[config.mk]
export PLATFORM = sky130hd
export DESIGN_NAME = uart_rx_flat
export DESIGN_NICKNAME = d
export VERILOG_FILES = /design/src/rtl/uart_pkg.sv /design/src/rtl/uart_rx_if.sv /design/src/rtl/uart_baud_gen.sv /design/src/rtl/uart_rx.sv /design/src/flat_wrapper.sv
export SDC_FILE = /design/constraint.sdc
export NUM_CORES = 1
export LEC_CHECK = 0
export CAP_MARGIN = 20
export CORE_ASPECT_RATIO = 1.4
export CORE_MARGIN = 1
export CORE_UTILIZATION = 40
export DETAILED_ROUTE_END_ITERATION = 10
export PLACE_DENSITY = 0.61
export SLEW_MARGIN = 20
export SYNTH_ARGS = -nofsm -noshare
export SYNTH_HDL_FRONTEND = slang
export SYNTH_HIERARCHICAL = 1
export SYNTH_SLANG_ARGS = --single-unit
[constraint.sdc]
create_clock -name clk -period 6.8 [get_ports clk]
set_input_delay 1.02 -clock clk [delete_from_list [all_inputs] [get_ports clk]]
set_output_delay 1.02 -clock clk [all_outputs]
set_load 0.01 [all_outputs]
[src/rtl/uart_pkg.sv]
// rtl/uart_pkg.sv - shared UART definitions: state encoding, frame constants, parity helper
package uart_pkg;

    localparam int   DATA_BITS  = 8;
    localparam logic PARITY_ODD = 1'b1;

    // State encoding shared by uart_tx and uart_rx.
    localparam logic [2:0] ST_IDLE_ENC   = 3'd0;
    localparam logic [2:0] ST_START_ENC  = 3'd1;
    localparam logic [2:0] ST_DATA_ENC   = 3'd2;
    localparam logic [2:0] ST_PARITY_ENC = 3'd3;
    localparam logic [2:0] ST_STOP_ENC   = 3'd4;

    typedef enum logic [2:0] {
        ST_IDLE   = ST_IDLE_ENC,
        ST_START  = ST_START_ENC,
        ST_DATA   = ST_DATA_ENC,
        ST_PARITY = ST_PARITY_ENC,
        ST_STOP   = ST_STOP_ENC
    } uart_state_e;

    // Returns 1 when data plus parity bit violate the configured parity sense.
    function automatic logic parity_error(input logic [DATA_BITS-1:0] data, input logic p);
        parity_error = PARITY_ODD ? ~(^{data, p}) : (^{data, p});
    endfunction

endpackage

[src/rtl/uart_rx_if.sv]
// rtl/uart_rx_if.sv - receiver-side signal bundle
// Signals: rx (serial line), rx_data, done, valid, parity_err, frame_err, busy.
// With UART_RX_OVERRUN_EN: rx_ack (consumer acknowledge), overrun.
// master: the receiver (uart_rx). slave: the line driver / byte consumer.
interface uart_rx_if import uart_pkg::*; ();
    logic                 rx;
    logic [DATA_BITS-1:0] rx_data;
    logic                 done;
    logic                 valid;
    logic                 parity_err;
    logic                 frame_err;
    logic                 busy;
`ifdef UART_RX_OVERRUN_EN
    logic                 rx_ack;
    logic                 overrun;

    modport master (input rx, rx_ack,
                    output rx_data, done, valid, parity_err, frame_err, busy, overrun);
    modport slave  (output rx, rx_ack,
                    input rx_data, done, valid, parity_err, frame_err, busy, overrun);
`else
    modport master (input rx,
                    output rx_data, done, valid, parity_err, frame_err, busy);
    modport slave  (output rx,
                    input rx_data, done, valid, parity_err, frame_err, busy);
`endif
endinterface

[src/rtl/uart_baud_gen.sv]
// rtl/uart_baud_gen.sv - bit-period counter with clear and half-period tick select
// Ports:
//   clk, rst_n : clock, asynchronous active-low reset
//   clear_i    : hold counter at 0 (no tick while cleared)
//   half_i     : tick at mid-bit (CYCLES_PER_BIT/2-1) instead of end of bit
//   tick_o     : one-cycle tick; counter restarts from 0 after every tick
module uart_baud_gen #(
    parameter int CYCLES_PER_BIT = 3125
) (
    input  logic clk,
    input  logic rst_n,
    input  logic clear_i,
    input  logic half_i,
    output logic tick_o
);

    localparam int CNT_W = $clog2(CYCLES_PER_BIT) + 1;
    localparam logic [CNT_W-1:0] FULL_LAST = CNT_W'(CYCLES_PER_BIT - 1);
    localparam logic [CNT_W-1:0] HALF_LAST = CNT_W'(CYCLES_PER_BIT / 2 - 1);

    logic [CNT_W-1:0] count_q, count_d;
    logic             tick;

    assign tick   = ~clear_i && (count_q == (half_i ? HALF_LAST : FULL_LAST));
    assign tick_o = tick;

    always_comb begin
        count_d = count_q + 1'b1;
        if (clear_i || tick) begin
            count_d = '0;
        end
    end

    always_ff @(posedge clk or negedge rst_n) begin
        if (!rst_n) begin
            count_q <= '0;
        end else begin
            count_q <= count_d;
        end
    end

endmodule

[src/rtl/uart_rx.sv]
// rtl/uart_rx.sv - UART receiver: 1 start, 8 data LSB first, odd parity, 1 stop
// Ports:
//   clk, rst_n : clock, asynchronous active-low reset
//   bus        : uart_rx_if.master (rx in; rx_data, done, valid, parity_err,
//                frame_err, busy out; rx_ack in / overrun out with UART_RX_OVERRUN_EN)
// Optional feature macro: UART_RX_OVERRUN_EN (sticky pending/overrun tracking).
module uart_rx
    import uart_pkg::*;
#(
    parameter int CLK_FREQ       = 30_000_000,
    parameter int CYCLES_PER_BIT = 3125
) (
    input  logic      clk,
    input  logic      rst_n,
    uart_rx_if.master bus
);

    // A bit shorter than 4 clocks cannot be mid-sampled, and a bit longer than
    // one second of clock is a misconfiguration; fall back to the minimum.
    localparam int CPB = (CYCLES_PER_BIT < 4 || CYCLES_PER_BIT > CLK_FREQ) ? 4 : CYCLES_PER_BIT;
    localparam int IDX_W = $clog2(DATA_BITS);

    // Two-flop synchroniser plus a third flop for falling-edge detection.
    // Preset high so reset release never looks like a start edge.
    logic rx_meta_q, rx_s_q, rx_d_q;

    always_ff @(posedge clk or negedge rst_n) begin
        if (!rst_n) begin
            rx_meta_q <= 1'b1;
            rx_s_q    <= 1'b1;
            rx_d_q    <= 1'b1;
        end else begin
            rx_meta_q <= bus.rx;
            rx_s_q    <= rx_meta_q;
            rx_d_q    <= rx_s_q;
        end
    end

    logic start_det;
    assign start_det = rx_d_q & ~rx_s_q;

    uart_state_e          state_q, state_d;
    logic [IDX_W-1:0]     bit_idx_q, bit_idx_d;
    logic [DATA_BITS-1:0] shift_q, shift_d;
    logic                 par_q, par_d;
    logic                 done_q, done_d;
    logic                 valid_q, valid_d;
    logic                 perr_q, perr_d;
    logic                 ferr_q, ferr_d;
    logic [DATA_BITS-1:0] data_q, data_d;
    logic                 baud_clear, baud_half, tick;
    logic                 perr_now, ferr_now;

    uart_baud_gen #(
        .CYCLES_PER_BIT(CPB)
    ) u_baud (
        .clk    (clk),
        .rst_n  (rst_n),
        .clear_i(baud_clear),
        .half_i (baud_half),
        .tick_o (tick)
    );

    assign perr_now = parity_error(shift_q, par_q);
    assign ferr_now = ~rx_s_q;

    always_comb begin
        state_d    = state_q;
        bit_idx_d  = bit_idx_q;
        shift_d    = shift_q;
        par_d      = par_q;
        done_d     = 1'b0;
        valid_d    = valid_q;
        perr_d     = perr_q;
        ferr_d     = ferr_q;
        data_d     = data_q;
        baud_clear = 1'b0;
        baud_half  = 1'b0;

        case (state_q)
            ST_IDLE: begin
                baud_clear = 1'b1;
                if (start_det) begin
                    state_d = ST_START;
                end
            end
            ST_START: begin
                // First tick lands mid start bit; the line must still be low.
                baud_half = 1'b1;
                if (tick) begin
                    if (!rx_s_q) begin
                        state_d   = ST_DATA;
                        bit_idx_d = '0;
                    end else begin
                        state_d = ST_IDLE;
                    end
                end
            end
            ST_DATA: begin
                if (tick) begin
                    shift_d[bit_idx_q] = rx_s_q;
                    if (bit_idx_q == IDX_W'(DATA_BITS - 1)) begin
                        state_d = ST_PARITY;
                    end else begin
                        bit_idx_d = bit_idx_q + 1'b1;
                    end
                end
            end
            ST_PARITY: begin
                if (tick) begin
                    par_d   = rx_s_q;
                    state_d = ST_STOP;
                end
            end
            ST_STOP: begin
                // Leave at stop mid-bit so a back-to-back start edge is not missed.
                if (tick) begin
                    done_d  = 1'b1;
                    perr_d  = perr_now;
                    ferr_d  = ferr_now;
                    valid_d = ~(perr_now | ferr_now);
                    if (!(perr_now | ferr_now)) begin
                        data_d = shift_q;
                    end
                    state_d = ST_IDLE;
                end
            end
            default: begin
                state_d = ST_IDLE;
            end
        endcase
    end

    always_ff @(posedge clk or negedge rst_n) begin
        if (!rst_n) begin
            state_q   <= ST_IDLE;
            bit_idx_q <= '0;
            shift_q   <= '0;
            par_q     <= 1'b0;
            done_q    <= 1'b0;
            valid_q   <= 1'b0;
            perr_q    <= 1'b0;
            ferr_q    <= 1'b0;
            data_q    <= '0;
        end else begin
            state_q   <= state_d;
            bit_idx_q <= bit_idx_d;
            shift_q   <= shift_d;
            par_q     <= par_d;
            done_q    <= done_d;
            valid_q   <= valid_d;
            perr_q    <= perr_d;
            ferr_q    <= ferr_d;
            data_q    <= data_d;
        end
    end

    assign bus.rx_data    = data_q;
    assign bus.done       = done_q;
    assign bus.valid      = valid_q;
    assign bus.parity_err = perr_q;
    assign bus.frame_err  = ferr_q;
    assign bus.busy       = (state_q != ST_IDLE);

`ifdef UART_RX_OVERRUN_EN
    // pending marks an unconsumed byte; a new done on top of it is an overrun.
    // An ack in the same cycle as done consumes the old byte, so no overrun.
    logic pending_q, pending_d;
    logic overrun_q, overrun_d;

    always_comb begin
        pending_d = pending_q;
        overrun_d = overrun_q;
        if (bus.rx_ack) begin
            pending_d = 1'b0;
            overrun_d = 1'b0;
        end
        if (done_q) begin
            pending_d = 1'b1;
            if (pending_q && !bus.rx_ack) begin
                overrun_d = 1'b1;
            end
        end
    end

    always_ff @(posedge clk or negedge rst_n) begin
        if (!rst_n) begin
            pending_q <= 1'b0;
            overrun_q <= 1'b0;
        end else begin
            pending_q <= pending_d;
            overrun_q <= overrun_d;
        end
    end

    assign bus.overrun = overrun_q;
`endif

endmodule
[src/flat_wrapper.sv]
// flat-port wrapper written by rule: the top's interface ports become plain ports
module uart_rx_flat import uart_pkg::*;
#(
    parameter int CLK_FREQ       = 30_000_000,
    parameter int CYCLES_PER_BIT = 3125
)
  (clk, rst_n, bus_rx, bus_rx_data, bus_done, bus_valid, bus_parity_err, bus_frame_err, bus_busy);
  uart_rx_if bus_i ();
  input  logic clk;
  input  logic rst_n;
  input wire logic [$bits(bus_i.rx)-1:0] bus_rx;
  output wire logic [$bits(bus_i.rx_data)-1:0] bus_rx_data;
  output wire logic [$bits(bus_i.done)-1:0] bus_done;
  output wire logic [$bits(bus_i.valid)-1:0] bus_valid;
  output wire logic [$bits(bus_i.parity_err)-1:0] bus_parity_err;
  output wire logic [$bits(bus_i.frame_err)-1:0] bus_frame_err;
  output wire logic [$bits(bus_i.busy)-1:0] bus_busy;
  assign bus_i.rx = bus_rx;
  assign bus_rx_data = bus_i.rx_data;
  assign bus_done = bus_i.done;
  assign bus_valid = bus_i.valid;
  assign bus_parity_err = bus_i.parity_err;
  assign bus_frame_err = bus_i.frame_err;
  assign bus_busy = bus_i.busy;
  uart_rx #(.CLK_FREQ(CLK_FREQ), .CYCLES_PER_BIT(CYCLES_PER_BIT)) u_core (.clk(clk), .rst_n(rst_n), .bus(bus_i));
endmodule
* Word level (Yosys, flattened, before mapping)
Index checks and enable logic that the tools add are counted.
** Operators by class
- Equal/unequal tests :: 14
- $add $sub $neg :: 2
- Order comparisons :: 2
- Reduce and logical (&&, ||, !) cells :: 13
- Bitwise operators :: 6
- Mux-type cells :: 22
** Operator list (count)
- two-way mux 3 bit :: 10
- case mux 3 bit (5 select lines) :: 1
- adder 13 x 1 -> 13 bit (second input constant) :: 1
- equality test 13 x 12 -> 1 bit :: 1
- two-way mux 13 bit :: 1
- two-way mux 12 bit :: 1
- inequality test 2 bit (second input constant) :: 6
- parity 9 bit :: 1
- bitwise mux 8 bit :: 1
- equality test 3 x 2 -> 1 bit (second input constant) :: 2
- equality test 3 bit (second input constant) :: 2
- case mux 3 bit (2 select lines) :: 1
- AND reduction 2 bit :: 3
- AND reduction 6 bit :: 1
- two-way mux 1 bit :: 5
- AND reduction 5 bit :: 1
- < comparator 3 x 4 -> 1 bit (second input constant) :: 1
- inequality test 2 x 1 -> 1 bit (second input constant) :: 2
- NOT 1 bit :: 4
- adder 3 x 1 -> 3 bit (second input constant) :: 1
- demux 1 bit (select 3 bit) :: 1
- equality test 3 x 1 -> 1 bit (second input constant) :: 1
- >= comparator 3 x 1 -> 1 bit (second input constant) :: 1
- logical NOT 3 bit :: 1
- 8 further kinds :: 9
** Word-level totals
- Logic and storage cells :: 72
- Output and inout bits :: 13
- Input bits :: 3
- Flip-flop bits (word level) :: 43

* Longest topological paths before layout
Gate-level depths: netlist of run 1.
- Word-level depth :: 7
- Depth in mapped cells :: 11
- Depth with buffers taken out :: 9

* Cells and area by module
The synthesis of run 1 kept the hierarchy.
** By module, submodules not included
- uart_rx :: cells an instance 112, area each 1391.3 um2, times used 1, sequential area each 754.5 um2
- uart_baud_gen :: cells an instance 71, area each 679.4 um2, times used 1, sequential area each 325.3 um2

* Least setup slack after synthesis of run 1
No wires, ideal clock.
- Path type :: register to register
- From :: register u_core.state_q[0]
- To :: register u_core.data_q[0] (netlist: u_core/bus.rx_data[0])
- Required time :: 6.675 ns
- Buffers on the path :: 2
- Setup time :: 0.125 ns
- Stages on the path, launching flop included :: 12
- Period minus slack after synthesis :: 2.685 ns
- Arrival :: 2.560 ns
- Path slack :: 4.115 ns
- Cells stage by stage :: dfrtp_1 -> clkbuf_1 -> nor3b_1 -> xnor2_1 -> nor4b_2 -> nand4_1 -> nor2_1 -> and3_1 -> clkbuf_1 -> nand2_2 -> nor2_8 -> mux2_4
** On the way
- Cells in the longest elaborated chain, start to end :: 6
- Elaborated cells between the ends (all ways) :: 10
- Those cells by class :: eq/ne (3); mux (3); bitwise (1); reduce/logical (3)
** RTL lines
- start, declared :: RTL line uart_rx.sv:42 : uart_state_e state_q, state_d;
- start signal, assigned :: RTL line uart_rx.sv:146 : state_q <= state_d;
- equality test 3 x 1 -> 1 bit :: RTL line uart_rx.sv:80 : case (state_q)
- two-way mux 1 bit :: RTL line uart_rx.sv:80
- net u_core.baud_half :: RTL line uart_rx.sv:51 : logic baud_clear, baud_half, tick;
- two-way mux 12 bit :: RTL line uart_baud_gen.sv:24 : assign tick = ~clear_i && (count_q == (half_i ? HALF_LAST : FULL_LAST));
- equality test 13 x 12 -> 1 bit :: RTL line uart_baud_gen.sv:24
- logical AND 1 bit :: RTL line uart_baud_gen.sv:24
- net u_core.tick :: RTL line uart_rx.sv:51
- AND reduction 3 bit (no source line)
- end signal, assigned :: RTL line uart_rx.sv:154 : data_q <= data_d;
- end, declared :: RTL line uart_rx.sv:50 : logic [DATA_BITS-1:0] data_q, data_d;
The timed path passes the listed nets, and every way through them passes these cells.
A chain may end at the register's enable or synchronous reset.

* Worst setup path after layout of run 1
- From :: register u_core.state_q[2]
- To :: register u_core.data_q[1] (netlist: u_core/bus.rx_data[1])
The elaborated chain is that of the path after synthesis.

==> flow_summary_export.csv, run 1 <==
group,metric,value,unit
clock_tree,numClockSinks,43,
timing,rsz0062_at_grt,"false",
route,routed.top_layer,"met4",
route,vias_per_cell,5.25,
clock_tree,cts_hold_repair.buffers,0,
pwr,ir_drop,0.182,mV
route,ant_nets,0,
worst_setup_path,required,6980,ps
worst_setup_path,crit_slowest_cell,"dfrtp_1",
pwr,p_clk_share,29.8,%
cells_and_area,nNetsFinal,205,
global_route,grt_pass1_wl,6.65,mm
pwr,p_sw_share,28.5,%
route,routedWlPerCell,14.3,um
place,globalplace.congestion,0.795,
clock_tree,cts_tree,"built",
synth,synth-edff-count,0,
synth,seq_area_frac_synth,52.1,%
route,num_vias,1385,
pwr,powerDensity,225,nW/um2
route,drt_iter0_markers,65,
floorplan,rows,30,
route,wirelength_met1,1.51,mm
floorplan,die_h,87.1,um
timing,period_needed,2910,ps
timing,whs,360,ps
worst_setup_path,cp.arrival,3090,ps
cells_and_area,diodes,0,
global_route,antenna_found_initial,0,
floorplan,start_util,42.1,%
pwr,share_comb_of_total_power,11.8,%
global_route,grt_max_degree,44,
synth,yosys_warnings,6,
pwr,intPower,0.378,mW
place,hpwl,2.72,mm
timing,tns,0,ps
synth,synth_area_per_cell,11.3,um2
synth,synth_ff_type,"dfrtp_1",
clock_tree,cts.clk_slew.worst_paths,80,ps
timing,tightest_slew,944,ps
synth,ys_ff_latch,43,
worst_setup_path,start_kind,"flop",
timing,final_max_slew_viol_count,0,
synth,syn_nets,189,
worst_setup_path,cp-end-kind,"flop",
synth,synthesis.area,2070,um2
clock_tree,htreeDepth,2,
clock_tree,clk_latency,290,ps
floorplan,ioPinCount,16,
worst_setup_path,criticalPathCategory,"flop to flop",
synth,synth_cell_types,39,
route,dr_wl_met3,80,um
floorplan,die_x,62.8,um
worst_setup_path,slowest_delay,480,ps
timing,fin_skew,7.01,ps
global_route,gr-total-overflow,0,
floorplan,die_area,5470,um2
route,totalWireLength,3.76,mm
pwr,power_frac_seq,58.4,%
synth,async_flop_share,100,%
synth,synthCells,183,
timing,max_freq,0.344,GHz
global_route,track_usage,16.0,%
clock_tree,cts_resized,0,
timing,period_share,42.7,%
run,drv_cap,0,
clock_tree,postCtsSetupRepairBufs,0,
pwr,total_power,0.528,mW
route,met2WireLength,2.09,mm
timing,finalSetupViolations,0,
cells_and_area,drive_gt1_share,15.5,%
cells_and_area,multiInputGateArea,922,um2
worst_setup_path,crit_fanout,10,
timing,hold_viol_final,0,
cells_and_area,fillers,461,
route,drc,0,
clock_tree,cts_root_buf,"clkbuf_8",
global_route,grt_pass1_vias,1462,
min_path,hold_path.class,"flop to flop",
cells_and_area,register_area,1080,um2
pwr,power_switching,0.151,mW
run_status,outcome,"completed",
clock_tree,cts_inserted_buffers,5,
clock_tree,clock_path_buffers,2,
route,drtPass1Iterations,4,
cells_and_area,area_delta_synth_final,13.5,%
pwr,total_leakage_power,1.06,nW
timing,relSlewSlack,37.0,%
floorplan,core,4920,um2
worst_setup_path,path_cells,"nor3b_1 -> xnor2_1 -> nor4b_2 -> nand4_1 -> nor2_1 -> and3_1 -> nand2_2 -> nor2_8 -> mux2_4",
place,io_buffers,15,
worst max-delay path, delay by kind of cell (launching register included):
kind	cells	cell delay [ps]
simple gates	7	1870
mux	1	320
xor+xnor	1	120
flops	1	480
metrics by stage:
stage / area (um2) / std cells / utilization, % / setup slack (ps)
after CTS: 2350 / 264 / 47.8 / 3880
after detailed placement: 2260 / 256 / 46.1 / 3910
final: 2350 / 264 / 47.8 / 3890
after floorplan: 2070 / 183 / - / 4120
after global placement: 2260 / 256 / 46.1 / 4030
after global routing: 2350 / 264 / 47.8 / 3570
cell type report:
| class | count | area share [%] |
|---|---|---|
| Clock buffer | 6 | 3.09 |
| Timing Repair Buffer | 15 | 6.18 |
| Tap cell | 64 | 3.41 |
| Multi-Input combinational cell | 124 | 39.2 |
| Inverter | 10 | 1.60 |
| Clock inverter | 2 | 0.532 |
| Sequential cell | 43 | 46.0 |
power by group through the flow:
| stage | combinational, mW | sequential, mW | clock [mW] |
|---|---|---|---|
| 3_3_place_gp | 0.0605 | 0.312 | 0 |
| 6_report | 0.0622 | 0.309 | 0.157 |
| 2_1_floorplan | 0.0562 | 0.300 | 0 |
| 3_5_place_dp | 0.0634 | 0.313 | 0 |
| 4_1_cts | 0.0634 | 0.308 | 0.164 |
| 5_1_grt | 0.0750 | 0.312 | 0.177 |
registers in the layout (all words and copies together) (netlist names), 3 cells and up:
register	count
u_core/bit_idx_q	3
u_core/shift_q	8
u_core/state_q	3
u_core/bus.rx_data	8
u_core/u_baud/count_q	13
layout by cell type (no fill, tap or decap), drive strengths merged, types with 2 or more instances in the layout:
cell	count
o21ai	5
dfstp	3
nand2	12
nor4	3
nor2	22
xor2	2
nand3	11
o22ai	2
mux2i	2
or3	2
mux2	18
clkdlybuf4s50	14
dfrtp	40
nor3	8
xnor2	17
inv	10
nor4b	2
clkbuf	6
nand4	2
nand2b	2
ha	3
final timing paths:
check | start | endpoint | depth (start not counted) | slack [ps]
worst min register to register | u_core/rx_meta_q$_DFF_PN1_ | u_core/rx_s_q$_DFF_PN1_ | 0 | 360
max in group asynchronous | rst_n | u_core/u_baud/count_q[9]$_DFF_PN0_ | 1 | 5350
worst max-delay path | u_core/state_q[2]$_DFFE_PN0P_ | u_core/bus.rx_data[1]$_DFFE_PN0P_ | 9 | 3890
worst max register to register | u_core/state_q[2]$_DFFE_PN0P_ | u_core/bus.rx_data[1]$_DFFE_PN0P_ | 9 | 3890
min in group asynchronous | rst_n | u_core/bus.rx_data[7]$_DFFE_PN0P_ | 1 | 870
worst min-delay path | u_core/rx_meta_q$_DFF_PN1_ | u_core/rx_s_q$_DFF_PN1_ | 0 | 360
logic make-up (layout without fill, tap and decap cells):
family                     count (synthesis)  after routing  share of synthesized area, %
xor gates and xnor gates                  20             20                          9.55
AOI/OAI and AO/OA                         12             12                          3.75
adders and majority gates                  3              3                          1.81
and+or+nand+nor                           69             69                          17.4
buffers and inverters                     16             33                          3.32
muxes                                     20             20                          12.0
DFF                                       43             43                          52.1
routing by layer:
layer / vias up / track usage [%]
met3: 7 / 3.93
met4: 0 / 6.98
li1: 653 / -
met2: 21 / 30.2
met5: - / 0
met1: 704 / 16.5
Yosys cell counts, types with 2 or more instances:
library cell | count | share of area (%)
o22ai_1 | 2 | 0.60
nand4_1 | 2 | 0.60
nand2b_1 | 2 | 0.60
mux2_2 | 7 | 3.8
ha_1 | 3 | 1.8
inv_1 | 10 | 1.8
nor4_1 | 3 | 0.91
clkbuf_1 | 4 | 0.72
xnor2_1 | 16 | 6.8
dfstp_2 | 3 | 3.8
dfrtp_1 | 40 | 48
xor2_1 | 2 | 0.85
or3_1 | 2 | 0.60
nor3_1 | 8 | 1.9
nand2_1 | 11 | 2.0
nor2_1 | 21 | 3.8
nand3_1 | 11 | 2.7
mux2_4 | 7 | 5.1
mux2_1 | 4 | 2.2
o21ai_0 | 5 | 1.2
mux2i_1 | 2 | 0.97
Power figures use the tool's default switching activity.
==> run 2, diff against run 1 <==
- clock period: 6.8 -> 3 ns (I/O delays scaled with it)
==> run 2 against run 1 <==
Combinational power is 130% higher; count of clock-buffer cells in the layout is 2 higher; maximum frequency is 9.1% higher; wire length is 3.5% lower; cell area is 1.6% higher; via count is 1.9% lower; clock skew hardly changed; critical path type unchanged; largest cell class unchanged.
==> flow_summary_export.csv, run 2 (synthesis gave the netlist of run 1 again) <==
group,metric,value,unit
place,globalplace.congestion,0.848,
clock_tree,cts.clk_slew.worst_paths,80,ps
global_route,grtUsageMet2,29.2,%
global_route,grt_pass1_wl,6.60,mm
floorplan,die_h,87.1,um
cells_and_area,final_cell_mix,"dfrtp_1, nor2_1, xnor2_1",
global_route,grt_use_met1,16.6,%
route,vias_per_cell,5.09,
clock_tree,cts_hold_repair.buffers,0,
route,num_vias,1358,
cells_and_area,fillers,458,
run_status,outcome,"completed",
pwr,power_switching,0.327,mW
timing,final_max_slew_viol_count,0,
pwr,share_comb_of_total_power,11.5,%
timing,tns,0,ps
worst_setup_path,criticalPathCategory,"flop to flop",
cells_and_area,largest_reg_flops,13,
worst_setup_path,cp-end-kind,"flop",
pwr,p_sw_share,26.6,%
clock_tree,cts_resized,0,
worst_setup_path,cp.arrival,2840,ps
cells_and_area,max_flop_register,"u_core/u_baud/count_q",
clock_tree,numClockSinks,43,
min_path,hold_path.class,"primary input to async pin",
clock_tree,postCtsSetupRepairBufs,0,
global_route,grt_max_degree,44,
pwr,intPower,0.903,mW
timing,finalSetupViolations,0,
place,hpwl,2.59,mm
pwr,ir_drop,0.421,mV
worst_setup_path,required,3180,ps
timing,tightest_slew,969,ps
route,totalWireLength,3.63,mm
timing,period_share,88.8,%
cells_and_area,diodes,0,
timing,max_freq,0.375,GHz
timing,fin_skew,6.87,ps
clock_tree,clock_path_buffers,2,
place,io_buffers,15,
global_route,grtUsageMet3,3.53,%
global_route,grt_pass1_vias,1444,
cells_and_area,area_delta_synth_final,15.3,%
clock_tree,htreeDepth,2,
global_route,antenna_found_initial,0,
timing,whs,297,ps
timing,period_needed,2660,ps
route,ant_nets,0,
pwr,total_power,1.23,mW
worst_setup_path,start_kind,"flop",
pwr,powerDensity,515,nW/um2
floorplan,core,4920,um2
route,drtPass1Iterations,4,
route,drc,0,
floorplan,rows,30,
floorplan,ioPinCount,16,
global_route,gr-total-overflow,0,
clock_tree,cts_root_buf,"clkbuf_8",
clock_tree,cts_inserted_buffers,5,
clock_tree,clk_latency,290,ps
timing,relSlewSlack,35.4,%
pwr,p_clk_share,31.7,%
route,drt_iter0_markers,39,
global_route,track_usage,15.6,%
cells_and_area,final_common_cell,"dfrtp_1",
worst_setup_path,crit_fanout,8,
floorplan,die_x,62.8,um
timing,rsz0062_at_grt,"false",
floorplan,start_util,42.1,%
pwr,total_leakage_power,1.09,nW
timing,hold_viol_final,0,
run,drv_cap,0,
cells_and_area,drive_gt1_share,16.7,%
clock_tree,cts_tree,"built",
floorplan,die_area,5470,um2
route,routedWlPerCell,13.6,um
cells_and_area,nNetsFinal,208,
pwr,power_frac_seq,56.8,%
global_route,top_usage_layer,"met2",
[run 2: cell type report]
class / count / area (um2) / share of cell area (%)
multi-input combinational: 124 / 922 / 38.6
clock buffer: 8 / 100 / 4.19
tap: 64 / 80.1 / 3.35
sequential: 43 / 1080 / 45.2
timing repair buffer: 18 / 168 / 7.02
inverter: 10 / 37.5 / 1.57
[run 2: metal layers]
metal  part of all wire (%)  vias up  wire [um]
met5                      0        -          0
met4                    1.5        0         53
met3                    2.4        6         87
met2                     54       21       1970
met1                     42      666       1520
li1                       -      665          -
[run 2: power groups by stage]
stage                     combinational (mW)  sequential (mW)  clock [mW]
final                                  0.142            0.698       0.390
after global routing                   0.168            0.704       0.429
after CTS                              0.144            0.698       0.408
after detailed placement               0.141            0.709           0
after global placement                 0.137            0.706           0
after floorplan                        0.127            0.680           0
[run 2: worst paths after layout]
kind	startpoint	end	slack, ps	cells past startpoint
setup / recovery	u_core/state_q[1]$_DFFE_PN0P_	u_core/shift_q[4]$_DFFE_PN0P_	340	9
hold / removal	rst_n	u_core/bus.rx_data[7]$_DFFE_PN0P_	300	1
setup reg to reg	u_core/state_q[1]$_DFFE_PN0P_	u_core/shift_q[4]$_DFFE_PN0P_	340	9
hold reg to reg	u_core/rx_meta_q$_DFF_PN1_	u_core/rx_s_q$_DFF_PN1_	360	0
max in group asynchronous	rst_n	u_core/bit_idx_q[0]$_DFFE_PN0P_	2080	1
min in group clk	u_core/rx_meta_q$_DFF_PN1_	u_core/rx_s_q$_DFF_PN1_	360	0
[run 2: metrics by stage]
stage / utilization, % / std cells / setup slack (ps) / instance area [um2]
floorplan: - / 183 / 315 / 2070
global placement: 46.5 / 259 / 421 / 2290
detailed placement: 46.5 / 259 / 347 / 2290
CTS: 48.5 / 267 / 333 / 2390
global route: 48.5 / 267 / 8.45 / 2390
finish: 48.5 / 267 / 335 / 2390
[run 2: worst max-delay path: stages, from the launching register on]
cell and delay [ps]:
dfrtp_1 450, nor3b_1 400, xnor2_1 130, nor4b_2 260, nand4_1 120, nor2_1 150
nand2b_1 80, or3_1 370, nor3_1 230, mux2_2 370
